**src/rtl/rvc_fetch_aligner_pkg.sv**
```systemverilog
// Shared encodings for the RVC fetch aligner: opcodes, funct3,
// quadrants, FSM states and instruction encoder helpers.
package rvc_fetch_aligner_pkg;

  localparam logic [31:0] NOP_DEFAULT = 32'h0000_0013;

  localparam logic [1:0] Q0 = 2'b00;
  localparam logic [1:0] Q1 = 2'b01;
  localparam logic [1:0] Q2 = 2'b10;

  localparam logic [6:0] OPC_OP_IMM = 7'h13;
  localparam logic [6:0] OPC_LUI    = 7'h37;
  localparam logic [6:0] OPC_JAL    = 7'h6f;
  localparam logic [6:0] OPC_JALR   = 7'h67;
  localparam logic [6:0] OPC_BRANCH = 7'h63;
  localparam logic [6:0] OPC_LOAD   = 7'h03;
  localparam logic [6:0] OPC_STORE  = 7'h23;
  localparam logic [6:0] OPC_OP     = 7'h33;
  localparam logic [6:0] OPC_SYSTEM = 7'h73;

  localparam logic [2:0] F3_ADD = 3'b000;
  localparam logic [2:0] F3_SLL = 3'b001;
  localparam logic [2:0] F3_LW  = 3'b010;
  localparam logic [2:0] F3_XOR = 3'b100;
  localparam logic [2:0] F3_SRL = 3'b101;
  localparam logic [2:0] F3_OR  = 3'b110;
  localparam logic [2:0] F3_AND = 3'b111;
  localparam logic [2:0] F3_BEQ = 3'b000;
  localparam logic [2:0] F3_BNE = 3'b001;

  typedef enum logic [1:0] {
    S_IDLE  = 2'd0,
    S_READY = 2'd1,
    S_WAIT  = 2'd2
  } state_e;

  function automatic logic [31:0] enc_i(
    input logic [11:0] imm,
    input logic [4:0]  rs1,
    input logic [2:0]  f3,
    input logic [4:0]  rd,
    input logic [6:0]  opc
  );
    return {imm, rs1, f3, rd, opc};
  endfunction

  function automatic logic [31:0] enc_s(
    input logic [11:0] imm,
    input logic [4:0]  rs2,
    input logic [4:0]  rs1,
    input logic [2:0]  f3,
    input logic [6:0]  opc
  );
    return {imm[11:5], rs2, rs1, f3, imm[4:0], opc};
  endfunction

  function automatic logic [31:0] enc_b(
    input logic [12:1] imm,
    input logic [4:0]  rs2,
    input logic [4:0]  rs1,
    input logic [2:0]  f3
  );
    return {imm[12], imm[10:5], rs2, rs1, f3,
            imm[4:1], imm[11], OPC_BRANCH};
  endfunction

  function automatic logic [31:0] enc_j(
    input logic [20:1] imm,
    input logic [4:0]  rd
  );
    return {imm[20], imm[10:1], imm[11],
            imm[19:12], rd, OPC_JAL};
  endfunction

endpackage

```
**src/rtl/rvc_fetch_aligner_expander.sv**
```systemverilog
// RV32C to RV32I expander; unsupported encodings become the
// substitute instruction with illegal raised.
module rvc_fetch_aligner_expander
  import rvc_fetch_aligner_pkg::*;
#(
  parameter logic [31:0] NOP_INST = NOP_DEFAULT
) (
  input  logic [15:0] half,
  output logic [31:0] inst,
  output logic        illegal
);

  logic [2:0]  f3;
  logic [4:0]  rd, rs2, rdp, rs1p, shamt;
  logic [11:0] imm6;
  logic [9:0]  i4spn, i16sp;
  logic [6:0]  ulw;
  logic [11:1] jimm;
  logic [8:1]  bimm;
  logic [7:0]  ulwsp, uswsp;
  logic [31:0] res;
  logic        bad;

  assign f3    = half[15:13];
  assign rd    = half[11:7];
  assign rs2   = half[6:2];
  assign rdp   = {2'b01, half[4:2]};
  assign rs1p  = {2'b01, half[9:7]};
  assign shamt = half[6:2];
  assign imm6  = {{6{half[12]}}, half[12], half[6:2]};
  assign i4spn = {half[10:7], half[12:11],
                  half[5], half[6], 2'b00};
  assign i16sp = {half[12], half[4:3], half[5],
                  half[2], half[6], 4'b0000};
  assign ulw   = {half[5], half[12:10], half[6], 2'b00};
  assign jimm  = {half[12], half[8], half[10:9], half[6],
                  half[7], half[2], half[11], half[5:3]};
  assign bimm  = {half[12], half[6:5], half[2],
                  half[11:10], half[4:3]};
  assign ulwsp = {half[3:2], half[12], half[6:4], 2'b00};
  assign uswsp = {half[8:7], half[12:9], 2'b00};

  always_comb begin
    res = '0;
    bad = 1'b0;
    unique case (half[1:0])
      Q0: begin
        unique case (f3)
          3'b000: begin
            bad = (i4spn == '0);
            res = enc_i({2'b00, i4spn}, 5'd2, F3_ADD,
                        rdp, OPC_OP_IMM);
          end
          3'b010: res = enc_i({5'b0, ulw}, rs1p, F3_LW,
                              rdp, OPC_LOAD);
          3'b110: res = enc_s({5'b0, ulw}, rdp, rs1p,
                              F3_LW, OPC_STORE);
          default: bad = 1'b1;
        endcase
      end
      Q1: begin
        unique case (f3)
          3'b000: res = enc_i(imm6, rd, F3_ADD,
                              rd, OPC_OP_IMM);
          3'b001: res = enc_j({{9{jimm[11]}}, jimm}, 5'd1);
          3'b010: res = enc_i(imm6, 5'd0, F3_ADD,
                              rd, OPC_OP_IMM);
          3'b011: begin
            if (rd == 5'd2) begin
              bad = (i16sp == '0);
              res = enc_i({{2{i16sp[9]}}, i16sp}, 5'd2,
                          F3_ADD, 5'd2, OPC_OP_IMM);
            end else begin
              bad = (imm6 == '0);
              res = {{14{half[12]}}, half[12], half[6:2],
                     rd, OPC_LUI};
            end
          end
          3'b100: begin
            unique case (half[11:10])
              2'b00: begin
                bad = half[12];
                res = {7'b0000000, shamt, rs1p, F3_SRL,
                       rs1p, OPC_OP_IMM};
              end
              2'b01: begin
                bad = half[12];
                res = {7'b0100000, shamt, rs1p, F3_SRL,
                       rs1p, OPC_OP_IMM};
              end
              2'b10: res = enc_i(imm6, rs1p, F3_AND,
                                 rs1p, OPC_OP_IMM);
              default: begin
                // c[12]=1 here is RV64 subw/addw
                bad = half[12];
                unique case (half[6:5])
                  2'b00: res = {7'b0100000, rdp, rs1p,
                                F3_ADD, rs1p, OPC_OP};
                  2'b01: res = {7'b0, rdp, rs1p,
                                F3_XOR, rs1p, OPC_OP};
                  2'b10: res = {7'b0, rdp, rs1p,
                                F3_OR, rs1p, OPC_OP};
                  default: res = {7'b0, rdp, rs1p,
                                  F3_AND, rs1p, OPC_OP};
                endcase
              end
            endcase
          end
          3'b101: res = enc_j({{9{jimm[11]}}, jimm}, 5'd0);
          3'b110: res = enc_b({{4{bimm[8]}}, bimm}, 5'd0,
                              rs1p, F3_BEQ);
          default: res = enc_b({{4{bimm[8]}}, bimm}, 5'd0,
                               rs1p, F3_BNE);
        endcase
      end
      Q2: begin
        unique case (f3)
          3'b000: begin
            bad = half[12];
            res = {7'b0, shamt, rd, F3_SLL,
                   rd, OPC_OP_IMM};
          end
          3'b010: begin
            bad = (rd == 5'd0);
            res = enc_i({4'b0, ulwsp}, 5'd2, F3_LW,
                        rd, OPC_LOAD);
          end
          3'b100: begin
            if (!half[12]) begin
              if (rs2 == 5'd0) begin
                bad = (rd == 5'd0);
                res = enc_i(12'd0, rd, F3_ADD,
                            5'd0, OPC_JALR);
              end else begin
                res = {7'b0, rs2, 5'd0, F3_ADD,
                       rd, OPC_OP};
              end
            end else if (rs2 == 5'd0 && rd == 5'd0) begin
              res = enc_i(12'd1, 5'd0, 3'b000,
                          5'd0, OPC_SYSTEM);
            end else if (rs2 == 5'd0) begin
              res = enc_i(12'd0, rd, F3_ADD,
                          5'd1, OPC_JALR);
            end else begin
              res = {7'b0, rs2, rd, F3_ADD, rd, OPC_OP};
            end
          end
          3'b110: res = enc_s({4'b0, uswsp}, rs2, 5'd2,
                              F3_LW, OPC_STORE);
          default: bad = 1'b1;
        endcase
      end
      default: bad = 1'b1;
    endcase
  end

  assign inst    = bad ? NOP_INST : res;
  assign illegal = bad;

endmodule

```
**src/rtl/rvc_fetch_aligner.sv**
```systemverilog
// Fetch aligner: word buffer, straddle stitching, RVC expansion
// and ownership of the I-cache proc_* handshake.
module rvc_fetch_aligner
  import rvc_fetch_aligner_pkg::*;
#(
  parameter logic [31:0] NOP_INST = NOP_DEFAULT
) (
  input  logic        clk,
  input  logic        proc_reset,
  input  logic        fetch_req,
  input  logic [31:0] fetch_pc,
  input  logic        flush,
  output logic        fetch_valid,
  output logic        fetch_stall,
  output logic [31:0] fetch_inst,
  output logic        fetch_is_rvc,
  output logic        fetch_illegal,
  output logic        ICACHE_ren,
  output logic        ICACHE_wen,
  output logic [29:0] ICACHE_addr,
  output logic [31:0] ICACHE_wdata,
  input  logic [31:0] ICACHE_rdata,
  input  logic        ICACHE_stall
);

  state_e      state;
  logic        buf_v, prev_v, discard;
  logic [29:0] buf_tag, prev_tag, pend_addr;
  logic [31:0] buf_word;
  logic [15:0] prev_hi;

  logic [29:0] w, w1;
  logic        buf_hit_w, buf_hit_w1, reg_straddle;
  logic        acc_w, acc_w1, need_acc, first_half;
  logic        active, req_ren, hit, wr_buf, is16;
  logic [15:0] half;
  logic [31:0] inst32, exp_inst;
  logic        exp_illegal, unused_pc0;

  assign unused_pc0   = fetch_pc[0];
  assign w            = fetch_pc[31:2];
  assign w1           = w + 30'd1;
  assign buf_hit_w    = buf_v && buf_tag == w;
  assign buf_hit_w1   = buf_v && buf_tag == w1;
  assign reg_straddle = prev_v && prev_tag == w
                        && buf_hit_w1;

  always_comb begin
    half       = '0;
    inst32     = '0;
    acc_w      = 1'b0;
    acc_w1     = 1'b0;
    first_half = 1'b0;
    if (!fetch_pc[1]) begin
      if (buf_hit_w) begin
        half   = buf_word[15:0];
        inst32 = buf_word;
      end else begin
        acc_w  = 1'b1;
        half   = ICACHE_rdata[15:0];
        inst32 = ICACHE_rdata;
      end
    end else if (buf_hit_w) begin
      half   = buf_word[31:16];
      inst32 = {ICACHE_rdata[15:0], buf_word[31:16]};
      acc_w1 = (buf_word[17:16] == 2'b11);
    end else if (reg_straddle) begin
      half   = prev_hi;
      inst32 = {buf_word[15:0], prev_hi};
    end else begin
      // upper half not buffered: a 32-bit one needs W now, W1 next
      acc_w      = 1'b1;
      half       = ICACHE_rdata[31:16];
      first_half = (ICACHE_rdata[17:16] == 2'b11);
    end
  end

  assign need_acc = acc_w | acc_w1;
  assign active   = !proc_reset && fetch_req && !flush;
  assign req_ren  = active && state != S_WAIT && need_acc;
  assign hit      = req_ren && !ICACHE_stall;
  assign wr_buf   = hit || (state == S_WAIT && !ICACHE_stall
                    && !(discard || flush));

  assign ICACHE_ren   = !proc_reset
                        && (state == S_WAIT || req_ren);
  assign ICACHE_addr  = state == S_WAIT ? pend_addr
                        : (acc_w1 ? w1 : w);
  assign ICACHE_wen   = 1'b0;
  assign ICACHE_wdata = '0;

  assign fetch_valid = active && state != S_WAIT
                       && (need_acc ? hit && !first_half : 1'b1);
  assign fetch_stall = !proc_reset && fetch_req && !fetch_valid;

  rvc_fetch_aligner_expander #(
    .NOP_INST(NOP_INST)
  ) u_rvc_expander (
    .half   (half),
    .inst   (exp_inst),
    .illegal(exp_illegal)
  );

  assign is16          = half[1:0] != 2'b11;
  assign fetch_inst    = is16 ? exp_inst : inst32;
  assign fetch_is_rvc  = is16;
  assign fetch_illegal = is16 && exp_illegal;

  always_ff @(posedge clk) begin
    if (proc_reset) begin
      state   <= S_IDLE;
      buf_v   <= 1'b0;
      prev_v  <= 1'b0;
      discard <= 1'b0;
    end else begin
      if (wr_buf) begin
        buf_word <= ICACHE_rdata;
        buf_tag  <= ICACHE_addr;
        buf_v    <= 1'b1;
        prev_v   <= buf_v;
        prev_tag <= buf_tag;
        prev_hi  <= buf_word[31:16];
      end
      if (flush) begin
        buf_v  <= 1'b0;
        prev_v <= 1'b0;
      end
      case (state)
        S_WAIT: begin
          if (flush) discard <= 1'b1;
          if (!ICACHE_stall) begin
            discard <= 1'b0;
            state   <= (discard || flush) ? S_IDLE : S_READY;
          end
        end
        default: begin
          if (flush) begin
            state <= S_IDLE;
          end else if (req_ren && ICACHE_stall) begin
            pend_addr <= ICACHE_addr;
            discard   <= 1'b0;
            state     <= S_WAIT;
          end else if (wr_buf) begin
            state <= S_READY;
          end
        end
      endcase
    end
  end

endmodule
```
**config.mk**
```make
export PLATFORM = sky130hd
export DESIGN_NAME = rvc_fetch_aligner
export DESIGN_NICKNAME = d
export VERILOG_FILES = /design/src/rtl/rvc_fetch_aligner_pkg.sv /design/src/rtl/rvc_fetch_aligner_expander.sv /design/src/rtl/rvc_fetch_aligner.sv
export SDC_FILE = /design/constraint.sdc
export NUM_CORES = 1
export LEC_CHECK = 0
export ABC_AREA = 0
export CAP_MARGIN = 15
export CORE_UTILIZATION = 43
export CTS_CLUSTER_DIAMETER = 30
export DETAILED_ROUTE_END_ITERATION = 8
export DONT_BUFFER_PORTS = 1
export GPL_TIMING_DRIVEN = 0
export PLACE_DENSITY_LB_ADDON = 0.1
export SYNTH_ARGS = -nofsm -noshare
export SYNTH_HDL_FRONTEND = slang
export SYNTH_SLANG_ARGS = --single-unit
export TNS_END_PERCENT = 30
```
**constraint.sdc**
```tcl
create_clock -name clk -period 11.4 [get_ports clk]
set_input_delay 1.14 -clock clk [delete_from_list [all_inputs] [get_ports clk]]
set_output_delay 1.14 -clock clk [all_outputs]
set_load 0.05 [all_outputs]
```
==> results of run 1 <==
-- Yosys cell counts, drive strengths merged (17+ instances only) --
master / n
xor2: 57
o22ai: 17
xnor2: 47
nand3: 50
nor3: 29
mux2i: 49
a21oi: 55
clkbuf: 51
nor4: 27
o21ai: 96
nand2: 117
buf: 68
nand4: 30
nor2: 69
edfxtp: 138
-- layer usage --
layer,part of all wire,wire [um],vias up
met1,0.47,19990,4759
li1,-,-,4366
met4,0.023,984,0
met2,0.41,17430,585
met3,0.11,4557,70
met5,0,0,-
-- kinds of logic after synthesis --
group,Yosys count,share of synthesized area
AND/OR/NAND/NOR,381,0.1924
AO/OA/AOI/OAI,300,0.1897
flip-flops,143,0.4070
buffers and inverters,134,0.06958
XOR/XNOR,104,0.08734
multiplexers,54,0.05243
adder cells (fa/ha/maj),1,0.001200
other,1,0.0003596
-- sequential cells by signal, indices dropped and copies added, names as in the netlist --
| name | flops |
|---|---|
| buf_tag | 30 |
| buf_v | 1 |
| buf_word | 32 |
| discard | 1 |
| pend_addr | 30 |
| prev_hi | 16 |
| prev_tag | 30 |
| prev_v | 1 |
| state | 2 |
-- power by group through the flow --
stage,registers (W),clock network [W],logic (W)
after global placement,0.000600,0,0.000356
after global routing,0.000588,0.000604,0.000396
after CTS,0.000587,0.000587,0.000371
after detailed placement,0.000599,0,0.000370
final,0.000587,0.000581,0.000381
after floorplan,0.000599,0,0.000268
-- worst max path at each step --
stage,from,end,slack (ns),cells past startpoint
2_1_floorplan,fetch_pc[19],buf_tag[0],2.98,15
3_3_place_gp,fetch_pc[24],buf_word[25],-0.68,15
3_5_place_dp,fetch_pc[24],fetch_inst[13],2.85,16
4_1_cts,fetch_pc[24],fetch_inst[13],2.83,16
5_1_grt,fetch_pc[24],fetch_inst[19],2.45,17
6_report,fetch_pc[24],fetch_inst[13],2.48,16
-- per-stage QoR --
stage / hold WS (ns) / setup TNS (ns) / instances
final: 0.4721 / 0 / 1554
after global routing: 0.4949 / 0 / 1553
after global placement: 0.4480 / -71.84 / 1469
after CTS: 0.4750 / 0 / 1553
after detailed placement: 0.4578 / 0 / 1521
after floorplan: 0.4409 / 0 / 1150
-- cell type report --
type                            instances  share of cell area
Inverter                               15            0.004898
Antenna cell                            1           0.0002084
Clock buffer                           17             0.03543
Tap cell                              319             0.03324
Multi-Input combinational cell        873              0.4675
Buffer                                119             0.05554
Timing Repair Buffer                   52             0.03585
Sequential cell                       143              0.3535
Clock inverter                         15             0.01386
-- layout by cell type, fill, tap and decap left out, types with 47 or more instances in the layout --
cell type	instances
a21oi_1	55
buf_4	65
clkbuf_1	51
edfxtp_1	138
mux2i_1	49
nand2_1	116
nand3_1	49
nor2_1	67
o21ai_0	63
xnor2_1	47
xor2_1	57
-- worst min-delay path, cell delays in order (launching register included) --
cell and delay, ns:
dfxtp_1 0.30, o21ai_0 0.06, a21oi_1 0.06
==> flow_metrics.env, run 1 <==
export IMPL_worst_pin_slew_ns=1.261
export IMPL_path_clk_slew_ns=0.07
export IMPL_drive_above_1_share=0.1378
export IMPL_yosysTopAreaCell="edfxtp_1"
export IMPL_initial_utilization=0.4417
export IMPL_dp_worst_setup_slack_ns=2.846
export IMPL_worst_setup_path_end_kind="primary output"
export IMPL_swShare=0.3626
export IMPL_worst_r2r_path_depth=14
export IMPL_ios=169
export IMPL_internal_power_w=0.0009874
export IMPL_ant_nets=0
export IMPL_cp_cell_sequence="clkbuf_1 > xor2_1 > nor4_1 > nand2_1 > or4_1 > nor4_1 > and4_1 > buf_4 > buf_6 > buf_2 > mux2i_1 > clkbuf_1 > nor2_1 > a21oi_1 > a21boi_0 > o22ai_1"
export IMPL_cts_max_path_buffers=2
export IMPL_slew_headroom=0.1593
export IMPL_critPathBufInv=5
export IMPL_fin_area_um2=12010
export IMPL_ys_flop_type="edfxtp_1"
export IMPL_grtUsageTotal=0.3485
export IMPL_netlist_instances=1118
export IMPL_r2r_slack_ns=4.86
export IMPL_final_nets=1291
export IMPL_cp_top_family="simple AND/OR/NAND/NOR gates"
export IMPL_synth_area_um2=10430
export IMPL_reg2reg_from="buf_tag[9]"
export IMPL_cap_violations=0
export IMPL_grt_pass1_wl_um=61640
export IMPL_cts_resized=0
export IMPL_grt_util_met1=0.5220
export IMPL_die_area_um2=24880
export IMPL_numCtsBuffers=17
export IMPL_cts_root_buf="clkbuf_16"
export IMPL_finalWirelength_um=42960
export IMPL_p_leak_nw=4.056
export IMPL_ir_drop_uv=84.45
export IMPL_postSynthAreaPerCell_um2=9.328
export IMPL_power_frac_seq=0.379
export IMPL_hold_class="register to register"
export IMPL_fin_crit_ns=8.915
export IMPL_seqCellArea_um2=4244
export IMPL_grt_max_degree=22
export IMPL_grt_overflow=0
export IMPL_synth_top_area_share=0.3974
export IMPL_wire_per_inst_um=27.64
export IMPL_synth_distinct_cells=87
export IMPL_skew_ns=0.01810
export IMPL_core_rowCount=56
export IMPL_yosys_warnings=0
export IMPL_power_density_nw_per_um2=129.0
export IMPL_use_met2=0.4793
export IMPL_post_cts_setup_buffers=0
export IMPL_grt_pass1_vias=9213
export IMPL_ys_seq_area_frac=0.4070
export IMPL_crit_fanout=10
export IMPL_vias=9780
export IMPL_total_power_w=0.001549
export IMPL_critPathKind="input port to primary output"
export IMPL_critPathRequiredTime_ns=10.26
export IMPL_busiest_layer="met1"
export IMPL_setup_viol=0
export IMPL_synthTopCellsByArea="edfxtp_1 40%, xor2_1 4.8%, mux2i_1 4.7%"
export IMPL_syn2layout_area_growth_pct=15.13
export IMPL_critPathSlowestCell="o22ai_1"
export IMPL_gp_congestion=1.003
export IMPL_min_delay_start="state[1]"
export IMPL_fmax_mhz=112.2
export IMPL_slowest_delay_ns=0.92
export IMPL_hold_viol=0
export IMPL_rsz0062_at_grt="false"
export IMPL_power_switching_w=0.0005616
export IMPL_cts_sink_count=143
export IMPL_status="finished, final reports clean"
export IMPL_die_x_um=157.7
export IMPL_cp_start_kind="input port"
export IMPL_first_pass_iters=6
export IMPL_antenna_found_initial=1
export IMPL_cts_hold_buf=0
export IMPL_async_flop_share=0
export IMPL_drtIter0Drc=1125
export IMPL_multiInputGateArea_um2=5613
export IMPL_whs_path_depth=2
export IMPL_p_comb_frac=0.246
export IMPL_core_um2=23610
export IMPL_use_met3=0.09390
export IMPL_io_buffer_count=0
export IMPL_r2r_end="buf_tag[19]"
export IMPL_drv_slew=0
export IMPL_setup_slack_ns=2.485
export IMPL_worst_endpoint_arrival_ns=7.78
export IMPL_hpwl_um=32750
export IMPL_synth_edf_count=138
export IMPL_cts_tree="yes"
export IMPL_min_to="state[1]"
export IMPL_fin_crit_sh=0.7820
export IMPL_placed_area_um2=11410
export IMPL_clk_latency_ns=0.43
export IMPL_ys_ff_latch=143
export IMPL_h_tree_depth=4
export IMPL_utilization=0.5085
export IMPL_fp_dieH_um=157.7
export IMPL_clkPwrFrac=0.375
export IMPL_fillers=2233
export IMPL_viasPerCell=6.293
export IMPL_drc=0
Power figures use the tool's default switching activity.
==> run 2: changes to the inputs <==
clock period = 8.3 ns   (was 11.4 ns; I/O delays follow)
==> run 2 against run 1 <==
Effect of this change:
- die area is the same
- global-route usage is the same
- clock skew is essentially flat
- setup slack lost 2.5 ns
- sequential share of layout area about the same
- combinational power rose by 38%
- utilization about the same
- final cell count unchanged
- count of clock-buffer cells in the layout stayed put
- critical path type unchanged
==> flow_metrics.env, run 2 (same netlist as run 1, synthesis figures left out) <==
export IMPL_status="finished, final reports clean"
export IMPL_slew_headroom=0.1651
export IMPL_instances_no_fill=1554
export IMPL_vias=9754
export IMPL_placed_area_um2=11410
export IMPL_syn2layout_area_growth_pct=15.19
export IMPL_worst_endpoint_arrival_ns=7.46
export IMPL_setup_tns_ns=0
export IMPL_path_clk_slew_ns=0.07
export IMPL_fin_crit_ns=8.291
export IMPL_drtIter0Drc=1128
export IMPL_grt_overflow=0
export IMPL_total_power_w=0.002129
export IMPL_gp_congestion=1.003
export IMPL_ios=169
export IMPL_grt_max_degree=22
export IMPL_clk_latency_ns=0.43
export IMPL_power_density_nw_per_um2=177.2
export IMPL_fin_crit_sh=0.9989
export IMPL_initial_utilization=0.4417
export IMPL_drc=0
export IMPL_rsz0062_at_grt="false"
export IMPL_critPathRequiredTime_ns=7.47
export IMPL_p_leak_nw=4.057
export IMPL_final_nets=1291
export IMPL_cap_violations=0
export IMPL_cts_sink_count=143
export IMPL_first_pass_iters=5
export IMPL_ir_drop_uv=116.0
export IMPL_cts_hold_buf=0
export IMPL_drv_slew=0
export IMPL_core_rowCount=56
export IMPL_viasPerCell=6.277
export IMPL_cts_resized=0
export IMPL_finalWirelength_um=42960
export IMPL_multiInputGateArea_um2=5619
export IMPL_regMostFlops="buf_word"
export IMPL_fin_area_um2=12010
export IMPL_die_x_um=157.7
export IMPL_post_cts_setup_buffers=0
export IMPL_dp_worst_setup_slack_ns=0.3656
export IMPL_largest_register_ffs=32
export IMPL_io_buffer_count=0
export IMPL_drive_above_1_share=0.1386
export IMPL_skew_ns=0.01810
export IMPL_fmax_mhz=120.6
export IMPL_cts_tree="yes"
export IMPL_layout_commonest_cell="edfxtp_1"
export IMPL_fillers=2231
export IMPL_hold_class="input port to register"
export IMPL_worst_setup_path_end_kind="primary output"
export IMPL_critPathKind="input port to primary output"
export IMPL_cts_max_path_buffers=2
export IMPL_crit_fanout=10
export IMPL_cp_start_kind="input port"
export IMPL_seqCellArea_um2=4244
export IMPL_cts_root_buf="clkbuf_16"
export IMPL_worst_pin_slew_ns=1.252
export IMPL_final_cell_mix="138 x edfxtp_1, 116 x nand2_1, 67 x nor2_1, 65 x buf_4, 63 x o21ai_0"
export IMPL_grtUsageTotal=0.3485
export IMPL_h_tree_depth=4
export IMPL_setup_viol=0
export IMPL_grt_pass1_vias=9213
export IMPL_hold_viol=0
export IMPL_antenna_found_initial=1
export IMPL_die_area_um2=24880
export IMPL_wire_per_inst_um=27.65
export IMPL_numCtsBuffers=17
export IMPL_placed_cells=1521
export IMPL_core_um2=23610
export IMPL_grt_pass1_wl_um=61640
export IMPL_hpwl_um=32750
export IMPL_ant_nets=0
export IMPL_fp_dieH_um=157.7
export IMPL_setup_slack_ns=0.009295
==> run 2: critical path: stages <==
cell	delay [ns]
clkbuf_1	0.48
xor2_1	0.14
nor4_1	0.70
nand2_1	0.10
or4_1	0.57
nor4_1	0.40
and4_1	0.29
buf_4	0.18
buf_6	0.18
buf_2	0.34
mux2i_1	0.36
clkbuf_1	0.51
nor2_1	0.23
a21oi_1	0.81
a21boi_0	0.39
o22ai_1	0.92
==> run 2: through the flow <==
step	hold WS (ns)	utilization
2_1_floorplan	0.4409	-
3_3_place_gp	0.4480	0.4639
3_5_place_dp	0.4578	0.4833
4_1_cts	0.4539	0.5084
5_1_grt	0.4579	0.5086
6_report	0.4675	0.5087
==> run 2: cell type report <==
type,count,area share
timing repair buffer,52,0.03583
clock buffer,17,0.03541
tap,319,0.03323
multi-input combinational,873,0.4678
sequential,143,0.3533
buffer,119,0.05551
clock inverter,15,0.01385
inverter,15,0.004895
antenna,1,0.0002083
==> run 2: metal layers <==
layer,global-route usage,wire [um]
met5,0,0
met4,0.1059,959
met3,0.09390,4592
met2,0.4793,17410
met1,0.5220,20000
==> run 2: where the power goes <==
group | internal [W] | total (W) | switching, W
Combinational | 0.000125 | 0.000524 | 0.000398
Sequential | 0.000801 | 0.000806 | 0.00000548
Clock | 0.000430 | 0.000799 | 0.000369
==> run 2: final timing paths <==
path / from / slack (ns) / cells after the start / to
worst max-delay path: fetch_pc[24] / 0.009 / 16 / fetch_inst[13]
worst min-delay path: flush / 0.47 / 1 / prev_v
worst max register to register: buf_tag[9] / 1.74 / 14 / buf_tag[19]
worst min register to register: state[1] / 0.47 / 2 / state[1]
==> run 3: changes to the inputs <==
--- a/config.mk
+++ b/config.mk
@@ -8,4 +8,5 @@
 export ABC_AREA = 0
 export CAP_MARGIN = 15
+export CORE_MARGIN = 8
 export CORE_UTILIZATION = 43
 export CTS_CLUSTER_DIAMETER = 30
==> constraint.sdc (replaced) <==
create_clock -name clk -period 8.3 [get_ports clk]
set_input_delay 0.415 -clock clk [delete_from_list [all_inputs] [get_ports clk]]
set_output_delay 0.415 -clock clk [all_outputs]
set_load 0.05 [all_outputs]
==> run 3 against run 2 <==
Effect of this change:
- sequential power hardly changed
- via count rose by 0.44%
- worst hold slack lost 0.41 ns
- cell area rose by 0.49%
- largest cell class unchanged
- largest power group unchanged
==> flow_metrics.env, run 3 (same netlist as run 1, synthesis figures left out) <==
export IMPL_status="finished, final reports clean"
export IMPL_fin_area_um2=12070
export IMPL_min_delay_start="flush"
export IMPL_num_antenna_cells=0
export IMPL_cts_root_buf="clkbuf_16"
export IMPL_r2r_slack_ns=2.28
export IMPL_ant_nets=0
export IMPL_utilization=0.5023
export IMPL_grt_pass1_wl_um=63080
export IMPL_slowest_delay_ns=0.86
export IMPL_setup_viol=0
export IMPL_fillers=2306
export IMPL_cts_tree="yes"
export IMPL_ir_drop_uv=113.8
export IMPL_multiInputGateArea_um2=5619
export IMPL_grt_overflow=0
export IMPL_drv_slew=0
export IMPL_grtUsageTotal=0.2889
export IMPL_drive_above_1_share=0.1409
export IMPL_h_tree_depth=4
export IMPL_whs_path_depth=1
export IMPL_clk_latency_ns=0.45
export IMPL_syn2layout_area_growth_pct=15.75
export IMPL_cts_resized=0
export IMPL_cpMostUsedCell="nor4_1"
export IMPL_cp_cell_sequence="xor2_1 > nor4_1 > nand2_1 > or4_1 > nor4_1 > and4_1 > buf_4 > buf_6 > buf_2 > mux2i_1 > clkbuf_1 > nand3_1 > a211oi_1 > o21ai_0 > and2_1 > o22ai_1"
export IMPL_critPathSlowestCell="o22ai_1"
export IMPL_rsz0062_at_grt="false"
export IMPL_instances_no_fill=1566
export IMPL_final_cell_mix="138 x edfxtp_1, 116 x nand2_1, 67 x nor2_1, 66 x buf_4, 63 x o21ai_0"
export IMPL_finalWirelength_um=42690
export IMPL_cts_sink_count=143
export IMPL_worst_endpoint_arrival_ns=7.10
export IMPL_gp_congestion=0.9938
export IMPL_layout_commonest_cell="edfxtp_1"
export IMPL_p_leak_nw=4.086
export IMPL_core_um2=24030
export IMPL_initial_utilization=0.4339
export IMPL_hpwl_um=33070
export IMPL_cp_start_kind="register"
export IMPL_r2r_end="pend_addr[27]"
export IMPL_worst_pin_slew_ns=1.252
export IMPL_vias=9797
export IMPL_worst_setup_path_end_kind="primary output"
export IMPL_cp_top_family="simple AND/OR/NAND/NOR gates"
export IMPL_critPathBufInv=4
export IMPL_path_clk_slew_ns=0.07
export IMPL_crit_fanout=10
export IMPL_drtIter0Drc=1381
export IMPL_die_area_um2=29490
export IMPL_fp_dieH_um=171.7
export IMPL_grt_max_degree=23
export IMPL_critPathRequiredTime_ns=7.89
export IMPL_seqCellArea_um2=4244
export IMPL_viasPerCell=6.256
export IMPL_fin_crit_sh=0.9060
export IMPL_fin_crit_ns=7.520
export IMPL_regMostFlops="buf_word"
export IMPL_reg2reg_from="buf_tag[25]"
export IMPL_placed_cells=1533
export IMPL_antenna_found_initial=1
export IMPL_hold_viol=0
export IMPL_cap_violations=0
export IMPL_worst_r2r_path_depth=16
export IMPL_first_pass_iters=7
export IMPL_drc=0
export IMPL_min_to="prev_v"
export IMPL_numCtsBuffers=17
export IMPL_grt_pass1_vias=9382
export IMPL_placed_area_um2=11460
export IMPL_power_density_nw_per_um2=176.5
export IMPL_slew_headroom=0.1775
export IMPL_cts_hold_buf=0
export IMPL_core_rowCount=57
export IMPL_final_nets=1299
export IMPL_wire_per_inst_um=27.26
export IMPL_hold_class="input port to register"
export IMPL_largest_register_ffs=32
export IMPL_io_buffer_count=0
export IMPL_skew_ns=0.02626
export IMPL_post_cts_setup_buffers=0
export IMPL_critPathKind="register to primary output"
export IMPL_fmax_mhz=133.0
export IMPL_die_x_um=171.7
export IMPL_cts_max_path_buffers=2
export IMPL_ios=169
[run 3: cell count changes in the layout (fill, tap and decap cells not counted), sizes merged]
cell      previous run  this run
clkinv               2         5
diode                1         0
inv                 25        23
clkinvlp             2         1
buf                120       128
[run 3: layout make-up]
cell class	instances	area share
Tap cell	324	0.03358
Sequential cell	143	0.3516
Multi-Input combinational cell	873	0.4655
Inverter	15	0.004871
Clock buffer	17	0.03524
Buffer	119	0.05524
Clock inverter	15	0.01379
Timing Repair Buffer	60	0.04022
[run 3: power breakdown]
part	switching, W	leakage [nW]	internal [W]
Combinational	0.000391	2.51	0.000129
Clock	0.000376	0.288	0.000429
Sequential	0.00000538	1.29	0.000801
[run 3: metal layers]
| metal | vias up | global-route usage | wire length [um] |
|---|---|---|---|
| li1 | 4381 | - | - |
| met1 | 4787 | 0.4353 | 19500 |
| met2 | 552 | 0.3981 | 17240 |
| met3 | 75 | 0.06794 | 4948 |
| met4 | 2 | 0.08771 | 995 |
| met5 | - | 0 | 13 |
[run 3: how the worst max path moves through the flow]
stage | start | to | slack [ns] | depth (start not counted)
floorplan | fetch_pc[19] | buf_tag[0] | 0.60 | 15
global placement | fetch_pc[24] | buf_tag[22] | -2.74 | 15
detailed placement | fetch_pc[24] | fetch_inst[19] | 1.10 | 17
CTS | prev_tag[2] | fetch_inst[19] | 0.99 | 16
global route | fetch_pc[24] | fetch_inst[19] | 0.78 | 17
finish | prev_tag[2] | fetch_inst[19] | 0.78 | 16
[run 3: through the flow]
step                      hold slack [ns]  setup TNS, ns  setup WS, ns  power (W)
final                             0.05595              0        0.7804   0.002131
after detailed placement           0.4581              0         1.096   0.001328
after floorplan                    0.4409              0        0.6046   0.001190
after CTS                         0.04418              0        0.9919   0.002130
after global placement             0.4511        -293.95        -2.737   0.001309
after global routing              0.04438              0        0.7751   0.002192
